### config.mk
export PLATFORM = sky130hd
export DESIGN_NAME = sbp_stage_mem_arbiter_flat
export DESIGN_NICKNAME = d
export VERILOG_FILES = /design/src/rtl/sbp_stage_mem_arbiter_pkg.sv /design/src/rtl/sbp_stage_mem_arbiter_if.sv /design/src/rtl/sbp_upd_fifo.sv /design/src/rtl/sbp_stage_mem_arbiter.sv /design/src/flat_wrapper.sv
export SDC_FILE = /design/constraint.sdc
export NUM_CORES = 1
export LEC_CHECK = 0
export ABC_AREA = 1
export BUFFER_PORTS_ARGS = -buffer_cell sky130_fd_sc_hd__buf_2
export CORE_UTILIZATION = 56
export CTS_BUF_LIST = sky130_fd_sc_hd__clkbuf_2
export CTS_CLUSTER_DIAMETER = 80
export CTS_CLUSTER_SIZE = 8
export DETAILED_ROUTE_END_ITERATION = 8
export PLACE_DENSITY = 0.84
export REMOVE_ABC_BUFFERS = 1
export SLEW_MARGIN = 10
export SYNTH_ARGS = -nofsm -noshare
export SYNTH_HDL_FRONTEND = slang
export SYNTH_SLANG_ARGS = --single-unit
export TNS_END_PERCENT = 10
### constraint.sdc
create_clock -name clk -period 10.21 [get_ports clk]
set_input_delay 1.5315 -clock clk [delete_from_list [all_inputs] [get_ports clk]]
set_output_delay 1.5315 -clock clk [all_outputs]
set_load 0.03 [all_outputs]
### src/rtl/sbp_stage_mem_arbiter_pkg.sv
// Shared widths and types for the stage-memory arbiter slice.
package sbp_pkg;

  localparam int unsigned AddrBitsDef  = 11;
  localparam int unsigned DataBitsDef  = 64;
  localparam int unsigned FifoDepthDef = 4;

  typedef logic [AddrBitsDef-1:0] mem_addr_t;
  typedef logic [DataBitsDef-1:0] mem_word_t;

  function automatic int unsigned cnt_bits(input int unsigned depth);
    return $clog2(depth) + 1;
  endfunction

endpackage

### src/rtl/sbp_stage_mem_arbiter_if.sv
// Lookup, update and memory-side signals of the stage-memory arbiter.
interface sbp_stage_mem_arbiter_if
  import sbp_pkg::*;
#(
  parameter int unsigned ADDR_BITS  = AddrBitsDef,
  parameter int unsigned DATA_BITS  = DataBitsDef,
  parameter int unsigned FIFO_DEPTH = FifoDepthDef
) ();

  localparam int unsigned CntBits = cnt_bits(FIFO_DEPTH);

  logic                 lkp_read_i;
  logic [ADDR_BITS-1:0] lkp_addr_i;
  logic                 lkp_valid_o;
  logic [DATA_BITS-1:0] lkp_data_o;

  logic                 upd_valid_i;
  logic                 upd_ready_o;
  logic [ADDR_BITS-1:0] upd_addr_i;
  logic [DATA_BITS-1:0] upd_data_i;

  logic                 mem_en_o;
  logic                 mem_we_o;
  logic [ADDR_BITS-1:0] mem_addr_o;
  logic [DATA_BITS-1:0] mem_wdata_o;
  logic [DATA_BITS-1:0] mem_rdata_i;

  logic [CntBits-1:0]   pend_cnt_o;

  modport slave (
    input  lkp_read_i, lkp_addr_i, upd_valid_i, upd_addr_i, upd_data_i, mem_rdata_i,
    output lkp_valid_o, lkp_data_o, upd_ready_o, mem_en_o, mem_we_o, mem_addr_o,
           mem_wdata_o, pend_cnt_o
  );

  modport master (
    output lkp_read_i, lkp_addr_i, upd_valid_i, upd_addr_i, upd_data_i, mem_rdata_i,
    input  lkp_valid_o, lkp_data_o, upd_ready_o, mem_en_o, mem_we_o, mem_addr_o,
           mem_wdata_o, pend_cnt_o
  );

endinterface

### src/rtl/sbp_upd_fifo.sv
// Update write buffer; exposes every slot so the arbiter can forward pending data to reads.
module sbp_upd_fifo
  import sbp_pkg::*;
#(
  parameter int unsigned Depth    = FifoDepthDef,
  parameter int unsigned AddrBits = AddrBitsDef,
  parameter int unsigned DataBits = DataBitsDef,
  localparam int unsigned PtrBits = $clog2(Depth),
  localparam int unsigned CntBits = PtrBits + 1
) (
  input  logic                            clk,
  input  logic                            rst,
  input  logic                            push,
  input  logic [AddrBits-1:0]             push_addr,
  input  logic [DataBits-1:0]             push_data,
  input  logic                            pop,
  output logic [AddrBits-1:0]             head_addr,
  output logic [DataBits-1:0]             head_data,
  output logic                            empty,
  output logic [CntBits-1:0]              count,
  output logic [PtrBits-1:0]              head_ptr,
  output logic [Depth-1:0]                ent_valid,
  output logic [Depth-1:0][AddrBits-1:0]  ent_addr,
  output logic [Depth-1:0][DataBits-1:0]  ent_data
);

  logic [Depth-1:0][AddrBits-1:0] addr_mem;
  logic [Depth-1:0][DataBits-1:0] data_mem;
  logic [PtrBits-1:0]             wr_ptr_q, rd_ptr_q;
  logic [CntBits-1:0]             cnt_q;
  logic [PtrBits-1:0]             off;

  // Storage is deliberately not reset; pointers and count define what is live.
  always_ff @(posedge clk) begin
    if (push) begin
      addr_mem[wr_ptr_q] <= push_addr;
      data_mem[wr_ptr_q] <= push_data;
    end
  end

  always_ff @(posedge clk or posedge rst) begin
    if (rst) begin
      wr_ptr_q <= '0;
      rd_ptr_q <= '0;
      cnt_q    <= '0;
    end else begin
      if (push) wr_ptr_q <= wr_ptr_q + 1'b1;
      if (pop)  rd_ptr_q <= rd_ptr_q + 1'b1;
      if (push && !pop)      cnt_q <= cnt_q + 1'b1;
      else if (pop && !push) cnt_q <= cnt_q - 1'b1;
    end
  end

  always_comb begin
    ent_valid = '0;
    off       = '0;
    for (int unsigned i = 0; i < Depth; i++) begin
      off          = PtrBits'(i) - rd_ptr_q;
      ent_valid[i] = {1'b0, off} < cnt_q;
    end
  end

  assign head_addr = addr_mem[rd_ptr_q];
  assign head_data = data_mem[rd_ptr_q];
  assign empty     = (cnt_q == '0);
  assign count     = cnt_q;
  assign head_ptr  = rd_ptr_q;
  assign ent_addr  = addr_mem;
  assign ent_data  = data_mem;

endmodule

### src/rtl/sbp_stage_mem_arbiter.sv
// Shares one single-port stage RAM between never-stalling lookups and buffered updates,
// forwarding pending update data to lookups that hit the buffer.
module sbp_stage_mem_arbiter
  import sbp_pkg::*;
#(
  parameter int unsigned ADDR_BITS  = AddrBitsDef,
  parameter int unsigned DATA_BITS  = DataBitsDef,
  parameter int unsigned FIFO_DEPTH = FifoDepthDef
) (
  input logic                    clk,
  input logic                    rst,
  sbp_stage_mem_arbiter_if.slave bus
);

  localparam int unsigned PtrBits = $clog2(FIFO_DEPTH);
  localparam int unsigned CntBits = PtrBits + 1;

  logic                                  upd_accept, fifo_pop, fifo_empty;
  logic [ADDR_BITS-1:0]                  head_addr;
  logic [DATA_BITS-1:0]                  head_data;
  logic [CntBits-1:0]                    fifo_cnt;
  logic [PtrBits-1:0]                    head_ptr, idx;
  logic [FIFO_DEPTH-1:0]                 ent_valid;
  logic [FIFO_DEPTH-1:0][ADDR_BITS-1:0]  ent_addr;
  logic [FIFO_DEPTH-1:0][DATA_BITS-1:0]  ent_data;

  logic                 mem_en_d, mem_we_d;
  logic [ADDR_BITS-1:0] mem_addr_d, mem_addr_q;
  logic [DATA_BITS-1:0] mem_wdata_d, mem_wdata_q;

  logic                 fwd_hit, fwd_hit_q;
  logic [DATA_BITS-1:0] fwd_data, fwd_data_q;
  logic                 lkp_valid_q;
  logic [DATA_BITS-1:0] lkp_data_d, lkp_data_q;

  assign bus.upd_ready_o = (fifo_cnt < CntBits'(FIFO_DEPTH));
  assign upd_accept      = bus.upd_valid_i && bus.upd_ready_o;
  assign fifo_pop        = !rst && !bus.lkp_read_i && !fifo_empty;

  sbp_upd_fifo #(
    .Depth    (FIFO_DEPTH),
    .AddrBits (ADDR_BITS),
    .DataBits (DATA_BITS)
  ) u_fifo (
    .clk       (clk),
    .rst       (rst),
    .push      (upd_accept),
    .push_addr (bus.upd_addr_i),
    .push_data (bus.upd_data_i),
    .pop       (fifo_pop),
    .head_addr (head_addr),
    .head_data (head_data),
    .empty     (fifo_empty),
    .count     (fifo_cnt),
    .head_ptr  (head_ptr),
    .ent_valid (ent_valid),
    .ent_addr  (ent_addr),
    .ent_data  (ent_data)
  );

  // Reads always win the port; the buffer drains only on read-free cycles.
  always_comb begin
    mem_en_d    = 1'b0;
    mem_we_d    = 1'b0;
    mem_addr_d  = mem_addr_q;
    mem_wdata_d = mem_wdata_q;
    if (rst) begin
      mem_addr_d  = '0;
      mem_wdata_d = '0;
    end else if (bus.lkp_read_i) begin
      mem_en_d   = 1'b1;
      mem_addr_d = bus.lkp_addr_i;
    end else if (!fifo_empty) begin
      mem_en_d    = 1'b1;
      mem_we_d    = 1'b1;
      mem_addr_d  = head_addr;
      mem_wdata_d = head_data;
    end
  end

  always_ff @(posedge clk or posedge rst) begin
    if (rst) begin
      mem_addr_q  <= '0;
      mem_wdata_q <= '0;
    end else begin
      mem_addr_q  <= mem_addr_d;
      mem_wdata_q <= mem_wdata_d;
    end
  end

  assign bus.mem_en_o    = mem_en_d;
  assign bus.mem_we_o    = mem_we_d;
  assign bus.mem_addr_o  = mem_addr_d;
  assign bus.mem_wdata_o = mem_wdata_d;

  // Walk oldest to youngest so the last match wins; same-cycle pushes are not yet visible.
  always_comb begin
    fwd_hit  = 1'b0;
    fwd_data = '0;
    idx      = '0;
    for (int unsigned k = 0; k < FIFO_DEPTH; k++) begin
      idx = head_ptr + PtrBits'(k);
      if (ent_valid[idx] && (ent_addr[idx] == bus.lkp_addr_i)) begin
        fwd_hit  = 1'b1;
        fwd_data = ent_data[idx];
      end
    end
  end

  always_comb begin
    lkp_data_d = lkp_data_q;
    if (lkp_valid_q) lkp_data_d = fwd_hit_q ? fwd_data_q : bus.mem_rdata_i;
  end

  always_ff @(posedge clk or posedge rst) begin
    if (rst) begin
      lkp_valid_q <= 1'b0;
      fwd_hit_q   <= 1'b0;
      fwd_data_q  <= '0;
      lkp_data_q  <= '0;
    end else begin
      lkp_valid_q <= bus.lkp_read_i;
      lkp_data_q  <= lkp_data_d;
      if (bus.lkp_read_i) begin
        fwd_hit_q  <= fwd_hit;
        fwd_data_q <= fwd_data;
      end
    end
  end

  assign bus.lkp_valid_o = lkp_valid_q;
  assign bus.lkp_data_o  = lkp_data_d;
  assign bus.pend_cnt_o  = fifo_cnt;

endmodule

### src/flat_wrapper.sv
// flat-port wrapper written by rule: the top's interface ports become plain ports
module sbp_stage_mem_arbiter_flat import sbp_pkg::*;
#(
  parameter int unsigned ADDR_BITS  = AddrBitsDef,
  parameter int unsigned DATA_BITS  = DataBitsDef,
  parameter int unsigned FIFO_DEPTH = FifoDepthDef
)
  (clk, rst, bus_lkp_read_i, bus_lkp_addr_i, bus_upd_valid_i, bus_upd_addr_i, bus_upd_data_i, bus_mem_rdata_i, bus_lkp_valid_o, bus_lkp_data_o, bus_upd_ready_o, bus_mem_en_o, bus_mem_we_o, bus_mem_addr_o, bus_mem_wdata_o, bus_pend_cnt_o);
  sbp_stage_mem_arbiter_if #(.ADDR_BITS(ADDR_BITS), .DATA_BITS(DATA_BITS), .FIFO_DEPTH(FIFO_DEPTH)) bus_i ();
  input logic clk;
  input logic rst;
  input wire logic [$bits(bus_i.lkp_read_i)-1:0] bus_lkp_read_i;
  input wire logic [$bits(bus_i.lkp_addr_i)-1:0] bus_lkp_addr_i;
  input wire logic [$bits(bus_i.upd_valid_i)-1:0] bus_upd_valid_i;
  input wire logic [$bits(bus_i.upd_addr_i)-1:0] bus_upd_addr_i;
  input wire logic [$bits(bus_i.upd_data_i)-1:0] bus_upd_data_i;
  input wire logic [$bits(bus_i.mem_rdata_i)-1:0] bus_mem_rdata_i;
  output wire logic [$bits(bus_i.lkp_valid_o)-1:0] bus_lkp_valid_o;
  output wire logic [$bits(bus_i.lkp_data_o)-1:0] bus_lkp_data_o;
  output wire logic [$bits(bus_i.upd_ready_o)-1:0] bus_upd_ready_o;
  output wire logic [$bits(bus_i.mem_en_o)-1:0] bus_mem_en_o;
  output wire logic [$bits(bus_i.mem_we_o)-1:0] bus_mem_we_o;
  output wire logic [$bits(bus_i.mem_addr_o)-1:0] bus_mem_addr_o;
  output wire logic [$bits(bus_i.mem_wdata_o)-1:0] bus_mem_wdata_o;
  output wire logic [$bits(bus_i.pend_cnt_o)-1:0] bus_pend_cnt_o;
  assign bus_i.lkp_read_i = bus_lkp_read_i;
  assign bus_i.lkp_addr_i = bus_lkp_addr_i;
  assign bus_i.upd_valid_i = bus_upd_valid_i;
  assign bus_i.upd_addr_i = bus_upd_addr_i;
  assign bus_i.upd_data_i = bus_upd_data_i;
  assign bus_i.mem_rdata_i = bus_mem_rdata_i;
  assign bus_lkp_valid_o = bus_i.lkp_valid_o;
  assign bus_lkp_data_o = bus_i.lkp_data_o;
  assign bus_upd_ready_o = bus_i.upd_ready_o;
  assign bus_mem_en_o = bus_i.mem_en_o;
  assign bus_mem_we_o = bus_i.mem_we_o;
  assign bus_mem_addr_o = bus_i.mem_addr_o;
  assign bus_mem_wdata_o = bus_i.mem_wdata_o;
  assign bus_pend_cnt_o = bus_i.pend_cnt_o;
  sbp_stage_mem_arbiter #(.ADDR_BITS(ADDR_BITS), .DATA_BITS(DATA_BITS), .FIFO_DEPTH(FIFO_DEPTH)) u_core (.clk(clk), .rst(rst), .bus(bus_i));
endmodule
# Yosys cells after proc, flatten, opt, wreduce, memory -nomap -nowiden
# Cells that the tools add are included.
[word_totals] register_bits=512 output_inout_bits=146
[classes] addsub=10 magnitude_cmp=11 n_eq_ne=4 mux=53 reduce_logical=17
[ops] op="2-to-1 mux 64 bit" count=14
[ops] op="binary-select mux 64 bit (select 2 bit)" count=4
[ops] op="bitwise mux 256 bit" count=1
[ops] op="demux 64 bit (select 2 bit)" count=1
[ops] op="binary-select mux 11 bit (select 2 bit)" count=4
[ops] op="2-to-1 mux 11 bit" count=8
[ops] op="bitwise mux 44 bit" count=1
[ops] op="equality test 11 bit" count=4
[ops] op="demux 11 bit (select 2 bit)" count=1
[ops] op="< comparator 2 x 3 -> 1 bit, second input constant" count=5
[ops] op="2-to-1 mux 1 bit" count=13
[ops] op="< comparator 2 x 3 -> 1 bit" count=4
[ops] op="logical AND 1 bit" count=10
[ops] op="binary-select mux 1 bit (select 2 bit)" count=4
[ops] op="2-to-1 mux 3 bit" count=2
[ops] op="zero test 1 bit" count=5
[ops] op="adder 2 x 1 -> 2 bit, second input constant" count=2
[ops] op="adder 2 bit, second input constant" count=2
[ops] op="subtractor 1 x 2 -> 2 bit, first input constant" count=2
[ops] op="subtractor 2 bit, first input constant" count=2
[ops] op="adder 3 x 1 -> 3 bit, second input constant" count=1
[ops] op="zero test 3 bit" count=1
[ops] op="< comparator 3 bit, second input constant" count=1
[ops] op="subtractor 3 x 1 -> 3 bit, second input constant" count=1
[ops] op="other kinds (2)" count=2

# Logic depth before layout (Yosys ltp)
[depth] word_depth=9 depth_mapped=24 depth_no_buf=17

# Hierarchy
# A second synthesis with hierarchy kept.
[unflattened] cells_unflattened=4237 area_unflattened_um2=31537.7
[modules_own_cells] module="sbp_stage_mem_arbiter" instances=1 cells_each=3435 area_per_inst_um2=19750.2
[modules_own_cells] module="sbp_upd_fifo" instances=1 cells_each=802 area_per_inst_um2=11787.6

# Least setup slack after synthesis
# OpenSTA, ideal clock, no wires.
[synth_path] kind="input -> output" startpoint="in rst" endpoint="out bus_mem_addr_o[0]" t_arrival_ps=8868 setup_slack_ps=-190 stages=5 path_cell_list="inv_1 clkbuf_1 clkbuf_1 nand2_1 o21ai_0"
[synth_between] elab_chain_cells=1
[synth_rtl] item="start: declaration" line="flat_wrapper.sv:11" source="input logic rst;"
[synth_rtl] item="2-to-1 mux 11 bit" line="sbp_stage_mem_arbiter.sv:67" source="if (rst) begin"
[synth_rtl] item="end: declaration" line="flat_wrapper.sv:23" source="output wire logic [$bits(bus_i.mem_addr_o)-1:0] bus_mem_addr_o;"
# No other way between the ends.

# Worst setup path after layout
[layout_path] startpoint="reg u_core.u_fifo.rd_ptr_q[0] (netlist: u_core.u_fifo.head_ptr[0])" endpoint="out bus_mem_wdata_o[49]"
[layout_between] elab_chain_cells=5
[layout_rtl] item="start: declaration" line="sbp_upd_fifo.sv:29" source="logic [PtrBits-1:0] wr_ptr_q, rd_ptr_q;"
[layout_rtl] item="start signal: assignment" line="sbp_upd_fifo.sv:48" source="if (pop) rd_ptr_q <= rd_ptr_q + 1'b1;"
[layout_rtl] item="binary-select mux 64 bit (select 2 bit)" line="sbp_upd_fifo.sv:64" source="assign head_data = data_mem[rd_ptr_q];"
[layout_rtl] item="2-to-1 mux 64 bit (implied by the code)" line="sbp_upd_fifo.sv:64"
[layout_rtl] item="2-to-1 mux 64 bit" line="sbp_stage_mem_arbiter.sv:73" source="end else if (!fifo_empty) begin"
[layout_rtl] item="2-to-1 mux 64 bit" line="sbp_stage_mem_arbiter.sv:70" source="end else if (bus.lkp_read_i) begin"
[layout_rtl] item="2-to-1 mux 64 bit" line="sbp_stage_mem_arbiter.sv:67"
[layout_rtl] item="end: declaration" line="flat_wrapper.sv:24" source="output wire logic [$bits(bus_i.mem_wdata_o)-1:0] bus_mem_wdata_o;"
# No other way between the ends. The select of a mux whose other input is x is not followed.

==> qor.yml <==
status: "finished clean"
insertion_delay_ns: 1.16
dp_slack_ns: 4.035
slew_viol_final: 0
ys_types: 32
die_y_um: 230.6
first_global_vias: 23900
grt_first_pass_wirelength_um: 123600
grt_overflow: 0
synth_area_mm2: 0.02927
syn_area_per_cell_um2: 7.551
ant_nets: 0
r2r_end: "u_core.fwd_data_q[23]"
power_uw: 7635
cts_buffer_depth: 3
synth_seq_cells: 512
drtIter0Drc: 2358
io_buffers: 299
cts-buffers-inserted: 73
start_util_pct: 56.82
antenna_found_initial: 16
area_delta_synth_final_pct: 8.059
yosysMostFrequentCell: "nand2_1"
fillCellCount: 4533
synth_edf_count: 300
drv_cap: 0
vias: 25990
worstPathRequired_ns: 8.68
die_area_mm2: 0.05318
fmax_ghz: 0.1361
dp_hpwl_um: 46580
cts_tree: "done"
synthTopCellsByArea: "edfxtp_1 31%, nand2_1 20%, dfrtp_1 18%, o21ai_0 8.1%, inv_1 5.6%"
ios: 300
routabilityCongestion: 0.8757
crit_arrival_ns: 5.82
dr.pass1.iters: 5
drc: 0
core_region_area_mm2: 0.05151
finalClockSkew_ns: 0.1066
dieWidth_um: 230.6
leakage_uw: 0.01577
yosysWarnings: 0
crit_fanout: 116
cts-htree-levels: 3
track_usage_pct: 29.48
powerDensity_mw_per_mm2: 241.4
crit_start: "u_core.u_fifo.head_ptr[0]"
min_path_type: "in -> async"
worst_setup_path_start_kind: "register"
rr_worst_depth: 16
reg2reg_slack_ns: 3.81
setup_viol: 0
synth-seq-area-share_pct: 48.91
crit_path_end_kind: "primary output"
drive_above_1_share_pct: 11.99
fin_nets: 4194
fin_crit_sh_pct: 71.97
holdBufCountCts: 0
crit_type: "reg -> out"
synth_ff_type: "edfxtp_1"
post_cts_buffers: 0
r2r-start: "u_core.u_fifo.head_ptr[0]"
synth_top_area_share_pct: 30.78
ir_worst_vdd_mv: 0.1894
rows: 83
grt_start_max_net_pins: 117
synthArstFlopShare_pct: 41.41
clk_pin_slew_worst_paths_ns: 0.15
cts.sinks: 512
cts_resized: 0
rsz0062_at_grt: "false"
setup_slack_ns: 2.861
hold_violations: 0
relSlewSlack_pct: 20.43
synth_largest_area_cell: "edfxtp_1"
worst_slew_pin_slew_ns: 1.193
viasPerCell: 5.438
synth_commonest_cells: "1,539 x nand2_1, 476 x o21ai_0, 437 x inv_1"
period_needed_ns: 7.349
post_drt_wl_per_cell_um: 16.51
synth_cells: 3876
ctsRootBufferMaster: "clkbuf_2"
routed_wl_um: 78890
-- layout by cell type, fill, tap and decap left out, types with 2 or more instances in the layout --
master and n:
nand2_1 1538, o21ai_0 476, inv_1 434, edfxtp_1 300
buf_2 298, dfrtp_1 208, nand3_1 197, clkbuf_2 126
nor2_1 87, a21oi_1 67, mux2i_1 64, o21a_1 64
nand3b_1 64, a31oi_1 64, buf_4 30, diode_2 11
nor2_4 10, xor2_1 10, ha_1 9, inv_2 8
o211ai_1 3, nand2_4 3, nor3_1 3, a221oi_1 3
dfrtp_4 3, o21ai_1 2, buf_12 2
-- layer usage --
layer,wire [µm],up-vias,part of all wire (%),global-route usage (%)
li1,-,12790,-,-
met1,32270,11880,41,38.01
met2,36670,1104,46,48.66
met3,7295,197,9.2,5.534
met4,2566,12,3.3,12.62
met5,83,-,0.11,0
-- sequential cells by signal (all words and copies together), names as in the netlist --
register / flops
u_core.mem_addr_q: 11
u_core.lkp_data_q: 64
u_core.fwd_hit_q: 1
u_core.u_fifo.count: 3
u_core.u_fifo.head_ptr: 2
u_core.u_fifo.ent_addr: 44
u_core.u_fifo.ent_data: 256
u_core.mem_wdata_q: 64
u_core.u_fifo.wr_ptr_q: 2
u_core.fwd_data_q: 64
u_core.bus.lkp_valid_o: 1
-- cells by family (layout without fill, tap and decap cells) --
kind of cell             after synthesis  in the layout  share of synthesized area (%)
AND/OR/NAND/NOR                     1906           1906                          26.19
buffers and inverters                693            904                          9.380
other                                  0             11                              0
multiplexers                          64             64                          2.189
AO/OA/AOI/OAI                        680            680                          12.55
flip-flops                           512            512                          48.91
adder cells (fa/ha/maj)               10             10                         0.4532
XOR/XNOR                              11             11                         0.3292
-- cell type report --
cell class | instances | area (µm²) | share of cell area [%]
sequential | 512 | 14330 | 45.30
multi-input combinational | 2671 | 12310 | 38.93
timing repair buffer | 330 | 1757 | 5.555
inverter | 442 | 1670 | 5.282
tap | 680 | 850.8 | 2.690
clock buffer | 126 | 630.6 | 1.994
clock inverter | 6 | 52.55 | 0.1662
antenna | 11 | 27.53 | 0.08704
-- power breakdown --
| group | internal, µW | switching [µW] |
|---|---|---|
| Combinational | 1190 | 2730 |
| Clock | 341 | 738 |
| Sequential | 2480 | 154 |
| Total | 4010 | 3620 |
-- worst max path at each step --
stage | end | depth (start not counted)
after floorplan | u_core.fwd_hit_q | 13
after global placement | bus_mem_addr_o[0] | 6
after detailed placement | u_core.fwd_data_q[63] | 16
after CTS | bus_mem_wdata_o[49] | 9
after global routing | bus_mem_wdata_o[49] | 9
final | bus_mem_wdata_o[49] | 9
-- metrics by stage --
step	std cells	hold WS [ns]	area, µm²	setup TNS, ns	util [%]
floorplan	3625	0.4487	28180	-634.14	-
global placement	4634	0.4633	30890	0	59.98
detailed placement	4634	0.4652	30890	0	59.98
CTS	4766	0.4393	31580	0	61.30
global route	4775	0.5234	31620	0	61.38
finish	4778	0.4918	31630	0	61.40
-- critical path, cell delays in order (launching register included) --
cell	delay (ns)
dfrtp_4	1.06
buf_4	0.81
buf_4	0.68
buf_4	0.91
mux2i_1	0.20
inv_1	0.12
nand2_1	0.06
o21a_1	0.18
a21oi_1	0.25
buf_2	0.25
No activity file was read; power rests on OpenSTA's default activity.
